<file path="src/rtl/mult_arbiter.sv">
// mult_arbiter: two-port 8x8 multiplier built on a 4x4 product ROM; `define MULT_ARBITER_RR_EN for round-robin grant, else req0 has fixed priority.
module mult_arbiter (
  input  logic        clk,
  input  logic        reset,
  input  logic        io_req0_valid,
  output logic        io_req0_ready,
  input  logic [7:0]  io_req0_lhs,
  input  logic [7:0]  io_req0_rhs,
  input  logic        io_req1_valid,
  output logic        io_req1_ready,
  input  logic [7:0]  io_req1_lhs,
  input  logic [7:0]  io_req1_rhs,
  output logic        io_resp_valid,
  input  logic        io_resp_ready,
  output logic [15:0] io_resp_data,
  output logic        io_resp_id
);
  typedef enum logic [1:0] {IDLE, MUL, RESP} state_t;
  state_t state, state_n;
  logic [1:0] step;
  logic [15:0] acc, term;
  logic [7:0] lhs, rhs;
  logic id, pick1, accept;
  logic [3:0] nx, ny;
  logic [7:0] rom [256];
  function automatic logic [7:0] nib_mul(input logic [3:0] x, input logic [3:0] y);
    logic [7:0] p;
    p = '0;
    for (int i = 0; i < 4; i++) p = p + (y[i] ? 8'(x) << i : 8'd0);
    return p;
  endfunction
  for (genvar r = 0; r < 256; r++) begin : g_rom
    localparam logic [7:0] A = 8'(r);
    assign rom[r] = nib_mul(A[7:4], A[3:0]);
  end
`ifdef MULT_ARBITER_RR_EN
  logic last;
  always_ff @(posedge clk)
    if (reset) last <= 1'b1;
    else if (accept) last <= pick1;
  assign pick1 = io_req1_valid & (~io_req0_valid | ~last);
`else
  assign pick1 = io_req1_valid & ~io_req0_valid;
`endif
  // partial product of nibble pair s, weighted by 16^(s[1]+s[0])
  assign nx = step[1] ? lhs[7:4] : lhs[3:0];
  assign ny = step[0] ? rhs[7:4] : rhs[3:0];
  assign term = {8'd0, rom[{nx, ny}]} << {step[1] & step[0], step[1] ^ step[0], 2'b00};
  assign accept = io_req0_ready | io_req1_ready;
  always_comb begin
    state_n = state;
    if (state == IDLE && accept) state_n = MUL;
    if (state == MUL && step == 2'd3) state_n = RESP;
    if (state == RESP && io_resp_ready) state_n = IDLE;
    io_req0_ready = state == IDLE && !reset && io_req0_valid && !pick1;
    io_req1_ready = state == IDLE && !reset && pick1;
    io_resp_valid = state == RESP && !reset;
    io_resp_data = io_resp_valid ? acc : 16'd0;
    io_resp_id = io_resp_valid & id;
  end
  always_ff @(posedge clk)
    if (reset) state <= IDLE;
    else state <= state_n;
  always_ff @(posedge clk)
    if (reset) begin
      acc <= '0;
      step <= '0;
      lhs <= '0;
      rhs <= '0;
      id <= 1'b0;
    end else if (accept) begin
      lhs <= pick1 ? io_req1_lhs : io_req0_lhs;
      rhs <= pick1 ? io_req1_rhs : io_req0_rhs;
      id <= pick1;
      acc <= '0;
      step <= '0;
    end else if (state == MUL) begin
      acc <= acc + term;
      step <= step + 2'd1;
    end
endmodule

</file>
<file path="config.mk">
export PLATFORM = sky130hd
export DESIGN_NAME = mult_arbiter
export DESIGN_NICKNAME = d
export VERILOG_FILES = /design/src/rtl/mult_arbiter.sv
export SDC_FILE = /design/constraint.sdc
export NUM_CORES = 1
export LEC_CHECK = 0
export BUFFER_PORTS_ARGS = -buffer_cell sky130_fd_sc_hd__clkbuf_2
export CAP_MARGIN = 20
export CORE_MARGIN = 5
export CORE_UTILIZATION = 55
export DETAILED_ROUTE_END_ITERATION = 8
export PLACE_DENSITY = 0.8
export SLEW_MARGIN = 20
export SYNTH_ARGS = -nofsm -noshare
export SYNTH_HDL_FRONTEND = slang
export SYNTH_SLANG_ARGS = --single-unit
export TNS_END_PERCENT = 5
</file>
<file path="constraint.sdc">
create_clock -name clk -period 7.6 [get_ports clk]
set_input_delay 0.38 -clock clk [delete_from_list [all_inputs] [get_ports clk]]
set_output_delay 0.38 -clock clk [all_outputs]
set_load 0.01 [all_outputs]
</file>
# Yosys cells after proc, flatten, opt, wreduce, memory -nomap -nowiden
# Memory sizes are Yosys's and may differ from the RTL's.
# Index checks and enable logic that the tools add are counted.
# classes
addsub	2
n_lt_le_gt_ge	1
eq_ne	3
shift	1
mux	9
n_bitwise	7
n_reduce_logical	15
# op_table
op	n
two-way mux 8 bit	4
adder 16 bit	1
two-way mux 16 bit	1
left shift 8 x 4 -> 16 bit	1
greater-or-equal comparator 9 bit, second input constant	1
inverter 8 -> 9 bit	1
logical AND 1 bit	8
two-way mux 4 bit	2
== test 2 bit, second input constant	2
two-way mux 2 bit	2
OR reduction 2 bit	2
bitwise AND 1 bit	3
OR reduction 3 bit	1
adder 2 x 1 -> 2 bit, second input constant	1
== test 2 x 1 -> 1 bit, second input constant	1
logical NOT 1 bit	2
logical NOT 2 bit	1
nonzero test 2 bit	1
inverter 1 bit	1
bitwise OR 1 bit	1
bitwise XOR 1 bit	1
# word_totals
reg_bits	37
rom_bits	2048
in_bits	37
out_inout_bits	20
word_cells	46
memories	1
# memory_table
memory	depth	width	rd	rd_clocked_by_memory_dff	wr	line_no	text
(no name shown)	256	8	1	0	0	48	assign term = {8'd0, rom[{nx, ny}]} << {step[1] & step[0], step[1] ^ step[0], 2'b00};

# Logic depth before layout (Yosys ltp)
# logic_depth
word_depth	8
depth_mapped	21
ltp_nobuf	20

# Least setup slack after synthesis
# OpenSTA, ideal clock, no wires.
# synth_timing
path_type	reg2reg
start	register step[0]
end	register acc[15]
setup_ps	127
t_arrival_ps	4647
required_time_ps	7473
path_slack_ps	2826
path_stages_with_launch	21
path_buffers	2
cell_sequence	dfxtp_1 -> buf_6 -> mux2i_4 -> ha_1 -> clkbuf_1 -> a211oi_1 -> a21oi_1 -> o211ai_1 -> a311o_1 -> nand3_1 -> a31oi_1 -> nor2_1 -> ha_1 -> o21ai_0 -> a21oi_1 -> nand3_1 -> a311oi_1 -> a221o_1 -> mux2_2 -> a31oi_1 -> or3b_1
# synth_via
elab_chain_len	7
elab_cells_between_ends	9
classes_between	1 x add/sub; 1 x shift; 3 x mux; 3 x bitwise; 1 x memory
# synth_rtl
element	line_no	text
from (decl)	20	logic [1:0] step;
from (signal assigned)	79	step <= step + 2'd1;
two-way mux 4 bit	47	assign ny = step[0] ? rhs[7:4] : rhs[3:0];
inverter 8 -> 9 bit (implied by the code)	48	
memory (256 x 8 bit)	--	
two-way mux 8 bit (implied by the code) (2 in series)	48	
left shift 8 x 4 -> 16 bit (*)	48	
adder 16 bit (*)	78	acc <= acc + term;
to (signal assigned)	78	
to (decl)	21	logic [15:0] acc, term;
# Every way passes the cells marked *; elsewhere a longest branch is shown, timed or not. The select of a mux whose other input is x is not followed.
# A chain may end at the register's enable or synchronous reset.

# Worst setup path in the final report
# Ends and elaborated chain as after synthesis.

==> results.toml <==
[floorplan]
rows = 31
floorplan.initialDensity = 0.568
die_x_um = 96.8
core_sq_um = 7290
die_h_um = 96.8
ios = 57
die_area_sq_um = 9370

[setup_path]
critPathRequiredTime_ns = 7.78
arrival_ns = 6.37
cp_max_fo = 22
end_kind = "flop"
path_cells = "mux2i_4 -> inv_2 -> ha_1 -> nor2b_1 -> nor3_1 -> nor3_1 -> o311ai_1 -> a32oi_2 -> a21oi_2 -> and2_1 -> ha_1 -> nand2_1 -> a21oi_1 -> nand3_1 -> a311oi_1 -> a221o_1 -> mux2_2 -> a31oi_1 -> or3b_1"
regToRegEndpoint = "acc[15]$_SDFFE_PP0N_"
crit_type = "reg -> reg"
cp.buffers_inverters = 1
cpMaxStageDelayCell = "dfxtp_1"
timing.reg2reg.setup_slack_ns = 1.41
crit_family = "compound AO/OA/AOI/OAI gates"
r2r_cells = 19
max_stage_delay_ns = 1.01
timing.rr.start = "step[0]$_SDFFE_PP0N_"
critPathLaunchType = "flop"

[power]
cellPowerDensity_nw_per_um2 = 153
leakagePower_nw = 1.82
finalPower_uw = 692
vdd_drop_max_uv = 133

[synth]
synth_adder_area_share = 0.0833
synth_compound_area_frac = 0.293
avgSynthCellArea_sq_um = 7.45
yosysUniqueCellTypes = 70
async_flop_share = 0
syn_area_sq_um = 4140
syn_nets = 620
ys_warn_count = 0
ys_seq_elements = 37
synthSimpleGateAreaFrac = 0.228
synth_seq_area_share = 0.179
synthCells = 556
synth_edf_count = 0
synth-xor-area-share = 0.0296
synth_top_family_by_area = "compound AO/OA/AOI/OAI gates"
synthFlopType = "dfxtp_1"
synthMuxAreaShare = 0.123

[detailed_routing]
wl_mm = 11.6
wl_per_cell_um = 17.0
drc = 0
viasPerCell = 6.32
drtAntennaViolNets = 0
firstDrtPassIters = 6
vias = 4325
drt_iter0_drc = 538

[worst_hold_path]
min_from = "io_resp_ready"
hold_end = "state[1]$_SDFFE_PP0P_"
min_path_cells = 3
min_path_type = "in -> reg"

[clock_tree]
clkSinkCount = 37
cts_made_buffers = 5
cts_htree_levels = 2
cts_root_buf = "clkbuf_8"
cts_hold_buf = 0
clock_path_buffers = 2
cts_tree = "yes"
cts_resized = 0
post-cts-setup-buffers = 0
path_clk_slew_ns = 0.09
clock_latency_ns = 0.29

[finish]
final_area_sq_um = 4510
fin_util = 0.619
mostFrequentLayoutCells = "nor2_1 (62), nand2_1 (60), clkbuf_2 (56)"
mostFrequentLayoutCell = "nor2_1"
finalNonFillerCells = 684
syn_to_final_growth_pct = 8.85
nets = 648
n_antenna_cell = 0
drive_above_1_share = 0.171

[grt]
grt_start_max_net_pins = 36
grt_use_total = 0.235
grt-ovfl-total = 0
use_met2 = 0.351
top_usage_layer = "met2"
grt_antenna_before_repair = 0
grt_pass1_vias = 3948
grtUsageMet1 = 0.348
use_met3 = 0.0317
grt_pass1_wl_mm = 19.1

[placed_design]
dp_hpwl_mm = 8.44
post_dp_cell_area_sq_um = 4390
globalplace.congestion = 0.997
io_buffers = 56
post-place-ws_ns = 1.52
post-place-cells = 676

[sta]
min_period_ns = 6.19
slew_viol_final = 0
setup_viol = 0
max-slew-margin-rel = 0.308
finalSetupTns_ns = 0
rsz0062_at_grt = "false"
setup_slack_ns = 1.41
hold_slack_ns = 0.361
hold_viol = 0
tightest_slew_ns = 1.04
finalCritPeriodShare = 0.815
max_freq_mhz = 162
skew_ns = 0.0106

[run_status]
status = "finished, final reports clean"

[flow_run]
cap_violations = 0
-- cell type report --
class | count | area [sq um]
clock buffer | 6 | 82.6
clock inverter | 2 | 37.5
fill | 686 | 2780
inverter | 19 | 71.3
multi-input combinational | 460 | 3140
sequential | 37 | 741
tap | 99 | 124
timing repair buffer | 61 | 318
-- worst min-delay path, stage by stage --
cell and delay (ns):
clkbuf_2 0.08, nand2b_1 0.09, a21oi_1 0.06
-- metal layers --
metal / share of wire / vias up
met1: 0.46 / 1968
met2: 0.44 / 241
met3: 0.084 / 28
li1: - / 2088
met4: 0.024 / 0
met5: 0 / -
-- how the worst max path moves through the flow --
| stage | startpoint | endpoint | slack [ns] | cells after the start |
|---|---|---|---|---|
| floorplan | step[0]$_SDFFE_PP0N_ | acc[15]$_SDFFE_PP0N_ | 2.83 | 20 |
| global placement | step[0]$_SDFFE_PP0N_ | acc[15]$_SDFFE_PP0N_ | 1.69 | 19 |
| global route | step[0]$_SDFFE_PP0N_ | acc[15]$_SDFFE_PP0N_ | 1.01 | 19 |
| finish | step[0]$_SDFFE_PP0N_ | acc[15]$_SDFFE_PP0N_ | 1.41 | 19 |
| CTS | step[0]$_SDFFE_PP0N_ | acc[15]$_SDFFE_PP0N_ | 1.51 | 19 |
| detailed placement | step[0]$_SDFFE_PP0N_ | acc[15]$_SDFFE_PP0N_ | 1.52 | 19 |
-- cell usage after synthesis, types with 3 or more instances --
cell type  count  area (sq um)
a211o_1        4          35.0
a211oi_1      25           188
a21o_1         5          37.5
a21oi_1       40           200
a31oi_1       11          68.8
and2_1        21           131
and3_1         4          25.0
buf_2          8          40.0
buf_6          4          45.0
clkbuf_1      24          90.1
dfxtp_1       37           741
ha_1          26           325
inv_1         16          60.1
inv_2          3          11.3
mux2_2         6          67.6
mux2i_1       28           280
mux2i_2        3          41.3
mux2i_4        3          67.6
nand2_1       60           225
nand2b_1       3          18.8
nand3_1       13          65.1
nand3b_1       4          30.0
nor2_1        62           233
nor2b_1        4          25.0
nor3_1        19          95.1
o211a_1        3          30.0
o211ai_1       9          67.6
o21ai_0       25           125
o21ai_1        6          30.0
o21bai_1       4          30.0
o311ai_0       3          26.3
o311ai_1       3          26.3
o31ai_1        3          22.5
or3_1          5          31.3
xnor2_1       13           114
-- cells by family (layout without fill, tap and decap cells) --
| logic type | Yosys count | count (layout) |
|---|---|---|
| buffers and inverters | 59 | 88 |
| adder cells (fa/ha/maj) | 27 | 27 |
| AO/OA/AOI/OAI | 172 | 172 |
| AND/OR/NAND/NOR | 204 | 204 |
| XOR/XNOR | 14 | 14 |
| multiplexers | 43 | 43 |
| flip-flops | 37 | 37 |
-- power breakdown --
part / internal, mW / leakage (nW) / switching (mW)
clock network: 0.107 / 0.0574 / 0.0742
logic: 0.108 / 1.46 / 0.170
registers: 0.207 / 0.302 / 0.0258
-- registers in the layout, indices dropped and copies added, names as in the netlist --
register	cells
acc	16
id	1
lhs	8
rhs	8
state	2
step	2
No activity file was read; power rests on OpenSTA's default activity.
